### src/rtl/leb128_stream_i64_if.sv
// Byte-in / value-out stream bundle for the signed-64 LEB128 decoder.
// The master side produces bytes and consumes decoded beats.
interface leb128_stream_i64_if;
    logic [7:0]  s_data;
    logic        s_valid;
    logic        s_ready;
    logic [63:0] m_data;
    logic [3:0]  m_len;
    logic        m_err;
    logic        m_valid;
    logic        m_ready;

    modport master (
        output s_data, s_valid, m_ready,
        input  s_ready, m_data, m_len, m_err, m_valid
    );

    modport slave (
        input  s_data, s_valid, m_ready,
        output s_ready, m_data, m_len, m_err, m_valid
    );
endinterface

### src/rtl/leb128_stream_i64.sv
// Streaming signed-64 LEB128 decoder: collects up to 10 bytes,
// emits one decoded value per beat, drains overlong encodings.
module unpack_i64 (
    input  logic [79:0] i_win,
    output logic [63:0] o_data,
    output logic [3:0]  o_len
);
    logic [63:0] w_acc;
    logic [63:0] w_ext;
    logic [6:0]  w_grp;
    logic        w_done;
    logic        w_sign;

    always_comb begin
        w_acc  = '0;
        w_ext  = '0;
        w_grp  = '0;
        w_done = 1'b0;
        w_sign = 1'b0;
        o_len  = '0;
        for (int k = 0; k < 10; k++) begin
            w_grp = i_win[72-8*k +: 7];
            if (!w_done) begin
                // groups past bit 63 fall off the 64-bit shift
                w_acc  = w_acc | (64'(w_grp) << (7*k));
                w_sign = w_grp[6];
                o_len  = 4'(k + 1);
                w_done = ~i_win[79-8*k];
            end
        end
        if (!w_done)
            o_len = '0;
        if (w_done && w_sign && o_len < 4'd10)
            w_ext = {64{1'b1}} << (7*o_len);
        o_data = w_acc | w_ext;
    end
endmodule

module leb128_stream_i64 (
    input  logic                 clk,
    input  logic                 rst_n,
    leb128_stream_i64_if.slave   bus
);
    typedef enum logic [1:0] {COLLECT, HOLD, DRAIN} state_t;

    state_t          r_state;
    logic [3:0]      r_cnt;
    logic [9:0][7:0] r_buf;
    logic            r_drain;
    logic            r_s_ready;
    logic            r_m_valid;
    logic [63:0]     r_m_data;
    logic [3:0]      r_m_len;
    logic            r_m_err;

    logic [79:0]     w_win;
    logic [63:0]     w_dec_data;
    logic [3:0]      w_dec_len;
    logic            w_take;

    // the incoming byte sits at position cnt so a terminator decodes this edge
    always_comb begin
        w_win = '0;
        for (int k = 0; k < 10; k++) begin
            if (4'(k) < r_cnt)
                w_win[79-8*k -: 8] = r_buf[k];
            else if (4'(k) == r_cnt)
                w_win[79-8*k -: 8] = bus.s_data;
        end
    end

    unpack_i64 u_dec (
        .i_win  (w_win),
        .o_data (w_dec_data),
        .o_len  (w_dec_len)
    );

    assign w_take = bus.s_valid & r_s_ready;

    always_ff @(posedge clk or negedge rst_n) begin
        if (!rst_n) begin
            r_state   <= COLLECT;
            r_cnt     <= '0;
            r_buf     <= '0;
            r_drain   <= 1'b0;
            r_s_ready <= 1'b1;
            r_m_valid <= 1'b0;
            r_m_data  <= '0;
            r_m_len   <= '0;
            r_m_err   <= 1'b0;
        end else begin
            unique case (r_state)
                COLLECT: begin
                    if (w_take) begin
                        r_buf[r_cnt] <= bus.s_data;
                        if (!bus.s_data[7]) begin
                            r_m_data  <= w_dec_data;
                            r_m_len   <= w_dec_len;
                            r_m_err   <= 1'b0;
                            r_cnt     <= '0;
                            r_state   <= HOLD;
                            r_s_ready <= 1'b0;
                            r_m_valid <= 1'b1;
                        end else if (r_cnt == 4'd9) begin
                            r_m_data  <= '0;
                            r_m_len   <= '0;
                            r_m_err   <= 1'b1;
                            r_drain   <= 1'b1;
                            r_cnt     <= '0;
                            r_state   <= HOLD;
                            r_s_ready <= 1'b0;
                            r_m_valid <= 1'b1;
                        end else begin
                            r_cnt <= r_cnt + 4'd1;
                        end
                    end
                end
                HOLD: begin
                    if (bus.m_ready) begin
                        r_m_valid <= 1'b0;
                        r_s_ready <= 1'b1;
                        r_drain   <= 1'b0;
                        r_state   <= r_drain ? DRAIN : COLLECT;
                    end
                end
                DRAIN: begin
                    // the tail of an overlong value never becomes a beat
                    if (w_take && !bus.s_data[7])
                        r_state <= COLLECT;
                end
                default: begin
                    r_state   <= COLLECT;
                    r_s_ready <= 1'b1;
                    r_m_valid <= 1'b0;
                end
            endcase
        end
    end

    assign bus.s_ready = r_s_ready;
    assign bus.m_valid = r_m_valid;
    assign bus.m_data  = r_m_data;
    assign bus.m_len   = r_m_len;
    assign bus.m_err   = r_m_err;
endmodule
### src/flat_wrapper.sv
// flat-port wrapper written by rule: the top's interface ports become plain ports
module leb128_stream_i64_flat 
  (clk, rst_n, bus_s_data, bus_s_valid, bus_m_ready, bus_s_ready, bus_m_data, bus_m_len, bus_m_err, bus_m_valid);
  leb128_stream_i64_if bus_i ();
  input  logic clk;
  input  logic rst_n;
  input wire logic [$bits(bus_i.s_data)-1:0] bus_s_data;
  input wire logic [$bits(bus_i.s_valid)-1:0] bus_s_valid;
  input wire logic [$bits(bus_i.m_ready)-1:0] bus_m_ready;
  output wire logic [$bits(bus_i.s_ready)-1:0] bus_s_ready;
  output wire logic [$bits(bus_i.m_data)-1:0] bus_m_data;
  output wire logic [$bits(bus_i.m_len)-1:0] bus_m_len;
  output wire logic [$bits(bus_i.m_err)-1:0] bus_m_err;
  output wire logic [$bits(bus_i.m_valid)-1:0] bus_m_valid;
  assign bus_i.s_data = bus_s_data;
  assign bus_i.s_valid = bus_s_valid;
  assign bus_i.m_ready = bus_m_ready;
  assign bus_s_ready = bus_i.s_ready;
  assign bus_m_data = bus_i.m_data;
  assign bus_m_len = bus_i.m_len;
  assign bus_m_err = bus_i.m_err;
  assign bus_m_valid = bus_i.m_valid;
  leb128_stream_i64 u_core (.clk(clk), .rst_n(rst_n), .bus(bus_i));
endmodule
### config.mk
export PLATFORM = sky130hd
export DESIGN_NAME = leb128_stream_i64_flat
export DESIGN_NICKNAME = d
export VERILOG_FILES = /design/src/rtl/leb128_stream_i64_if.sv /design/src/rtl/leb128_stream_i64.sv /design/src/flat_wrapper.sv
export SDC_FILE = /design/constraint.sdc
export NUM_CORES = 1
export LEC_CHECK = 0
export BUFFER_PORTS_ARGS = -buffer_cell sky130_fd_sc_hd__buf_2
export CELL_PAD_IN_SITES_DETAIL_PLACEMENT = 1
export CELL_PAD_IN_SITES_GLOBAL_PLACEMENT = 2
export CORE_UTILIZATION = 35
export DETAILED_ROUTE_END_ITERATION = 8
export GPL_TIMING_DRIVEN = 0
export HOLD_SLACK_MARGIN = 0.06
export PLACE_DENSITY = 0.73
export SLEW_MARGIN = 30
export SYNTH_ARGS = -nofsm -noshare
export SYNTH_HDL_FRONTEND = slang
export SYNTH_SLANG_ARGS = --single-unit
### constraint.sdc
create_clock -name clk -period 4.2 [get_ports clk]
set_clock_uncertainty 0.05 [all_clocks]
set_input_delay 0.84 -clock clk [delete_from_list [all_inputs] [get_ports clk]]
set_output_delay 0.84 -clock clk [all_outputs]
set_load 0.05 [all_outputs]
==> impl_metrics.ini <==
[timing]
tightest_slew_ns = 0.998
timing.slew.headroom = 0.335
rsz0062_at_grt = yes
drv_slew = 0
setup_viol = 53
timing.fmax_mhz = 231
setup_ws_ns = -0.122
setup-tns-final_ns = -3.02
finalHoldViolCount = 0
period_minus_slack_ns = 4.32
min_period_over_period = 1.03

[clock_network]
htree_levels = 4
clk_latency_ns = 0.44
clock_path_buffers = 2
cts_tree = built
numCtsBuffers = 17
clock_sinks = 153
cts.hold.buffers_added = 0
path_clk_slew_ns = 0.07
root_buffer = clkbuf_16

[logic_synthesis]
syn_avg_cell_area_um2 = 9.93
synth.distinct_cells = 66
synth.area.top_cells = dfrtp_1, mux2_2, o21ai_2, a21oi_1, nand2_1
synth_area_leader_cell = dfrtp_1
synth_top_area_frac = 0.438
synth_ff_type = dfrtp_1
synth_edf_count = 0
yosysWarnings = 0
syn_area_um2 = 8670
syn_inst = 874
ys_ff_latch = 153
yosysSeqAreaShare = 0.442
synth_fp_nets = 903
async_flop_share = 1.00

[placement]
placedCellCount = 1277
post-dp-hpwl_mm = 24.3
port_buffers = 77
post-place-ws_ns = -1.43
placed_cell_area_um2 = 9600
place.gp.congestion = 0.848

[setup_path]
max_stage_delay_ns = 0.56
worst-path-max-fanout = 6
start_kind = flip-flop
crit_path_frequent_cell = inv_2
arrival_ns = 4.63
criticalPathCategory = reg2reg
crit_family = adder cells
path_buf_inv = 10
cp.required_ns = 4.51
crit_slowest_cell = fa_2
cp-end-kind = flip-flop
path_cells = buf_8 -> clkinv_8 -> ha_4 -> nor3b_4 -> buf_6 -> mux2i_4 -> a211oi_4 -> nand3_2 -> and3_4 -> inv_6 -> fa_2 -> inv_2 -> ha_4 -> inv_2 -> fa_2 -> inv_2 -> a21oi_2 -> o21ai_1 -> a2bb2oi_2 -> buf_4 -> o2111ai_4 -> buf_12 -> buf_16 -> o21ai_2

[floorplan]
std_cell_rows = 57
core_um2 = 24300
die_h_um = 159
design.die.area_um2 = 25400
initial_core_util = 0.357
ioPinCount = 83
fp.dieW_um = 159

[route]
drc = 0
ant_nets = 0
drt-total-wl_mm = 35.8
wl_per_cell_um = 26.2
vias = 7799
drtIter0Drc = 545
via_per_inst = 5.72
first_pass_iters = 5

[global_route]
grtUsageTotal = 0.287
grt_max_degree = 71
grt_overflow_total = 0
grt_pass1_vias = 8023
grt_first_pass_wirelength_mm = 53.6
antenna_found_initial = 2

[finish]
layout_common_cells = dfrtp_1, nand2_1, a21oi_1, buf_2, mux2_2
stdcell_area_um2 = 11200
antenna_cells = 0
stdcell_count = 1363
syn2layout_area_growth_pct = 29.2
final_common_cell = dfrtp_1
drive_above_1_share = 0.407
fin_nets = 1055

[power_and_ir_drop]
p_per_area_nw_per_um2 = 367
total_power_mw = 4.11
peakVddDrop_uv = 220
power.leakage_nw = 5.16

[hold_path]
min_path_type = in2async

[run_status]
failed_checks = negative setup slack
status = complete, but fails checks

[flow_run]
drv_cap = 0
==> area by class of cell <==
class | count | area [um^2]
clock inverter | 14 | 136
clock buffer | 18 | 429
multi-input combinational | 640 | 4820
buffer | 60 | 444
timing repair buffer | 137 | 1050
tap | 324 | 405
fill | 2750 | 13100
sequential | 153 | 3830
inverter | 17 | 90.1
==> layer usage <==
layer  routed length [um]  global-route usage
met5                    0                   0
met4                  922              0.0935
met1                16600               0.404
met3                 1580              0.0326
met2                16700               0.459
==> worst register-to-register path, cell delays in order (launching register included) <==
cell and delay, ns:
dfrtp_2 0.44, buf_8 0.15, clkinv_8 0.04, ha_4 0.17, nor3b_4 0.20, buf_6 0.14, mux2i_4 0.29, a211oi_4 0.08
nand3_2 0.16, and3_4 0.26, inv_6 0.05, fa_2 0.56, inv_2 0.04, ha_4 0.15, inv_2 0.05, fa_2 0.23
inv_2 0.04, a21oi_2 0.11, o21ai_1 0.09, a2bb2oi_2 0.16, buf_4 0.14, o2111ai_4 0.15, buf_12 0.20, buf_16 0.15
o21ai_2 0.15
==> Yosys cell counts (3+ instances only) <==
cell,count
o21ai_0,47
or3_1,4
o21ai_2,59
buf_1,4
mux2_2,77
nor3_1,9
clkbuf_1,44
nand2_1,101
dfrtp_1,152
or2_2,4
buf_6,12
a22o_1,8
mux2i_1,7
inv_1,17
fa_1,4
o211ai_1,4
nand3_1,32
and2_1,8
o21a_1,4
nor2_1,48
ha_1,13
o31a_1,3
a2bb2oi_1,6
a22oi_1,35
nand2b_1,6
and3_1,4
nor2b_1,16
buf_2,4
a21oi_1,94
==> per-stage QoR <==
step | hold slack [ns] | util
after floorplan | 0.413 | -
after global placement | 0.414 | 0.391
after detailed placement | 0.428 | 0.395
after CTS | 0.208 | 0.447
after global routing | 0.217 | 0.461
final | 0.203 | 0.461
==> power by group <==
| part | switching, mW | internal, mW |
|---|---|---|
| clock network | 0.725 | 0.830 |
| logic | 0.638 | 0.357 |
| registers | 0.0397 | 1.52 |
| total | 1.40 | 2.71 |
==> repair_timing <==
item                                    in CTS  in global routing
setup buffers                               35                 20
pin swaps                                   68                 26
resized for setup                           96                 50
endpoints found under the setup margin      64                 64
cloned                                       5                  0
endpoints found under the hold margin        0                  0
==> state kept, by name, summed over array words and instances, names as in the netlist <==
register / flops
u_core.bus.m_err: 1
u_core.bus.m_data: 64
u_core.r_drain: 1
u_core.bus.m_len: 4
u_core.r_buf: 75
u_core.bus.m_valid: 1
u_core.r_state: 2
u_core.r_cnt: 4
u_core.bus.s_ready: 1
==> worst paths after layout <==
check                                     from                    end  slack [ns]  cells past startpoint
max                            u_core.r_cnt[1]   u_core.bus.m_data[8]       -0.12                     24
min                                      rst_n         u_core.r_drain        0.20                      1
max reg2reg                    u_core.r_cnt[1]   u_core.bus.m_data[8]       -0.12                     24
min reg2reg                u_core.bus.m_len[0]    u_core.bus.m_len[0]        0.44                      2
max in group asynchronous                rst_n  u_core.bus.m_data[24]        2.93                      3
min in group clk           u_core.bus.m_len[0]    u_core.bus.m_len[0]        0.44                      2
==> cell families (layout without fill, tap and decap cells) <==
logic type | after synthesis | after routing | synth area share
compound gates | 289 | 289 | 0.236
xor+xnor | 3 | 3 | 0.00303
fa+ha+maj | 17 | 17 | 0.0280
buf+inv | 81 | 246 | 0.0460
flops | 153 | 153 | 0.442
mux | 86 | 86 | 0.111
simple gates | 245 | 245 | 0.134
Power figures use the tool's default switching activity.
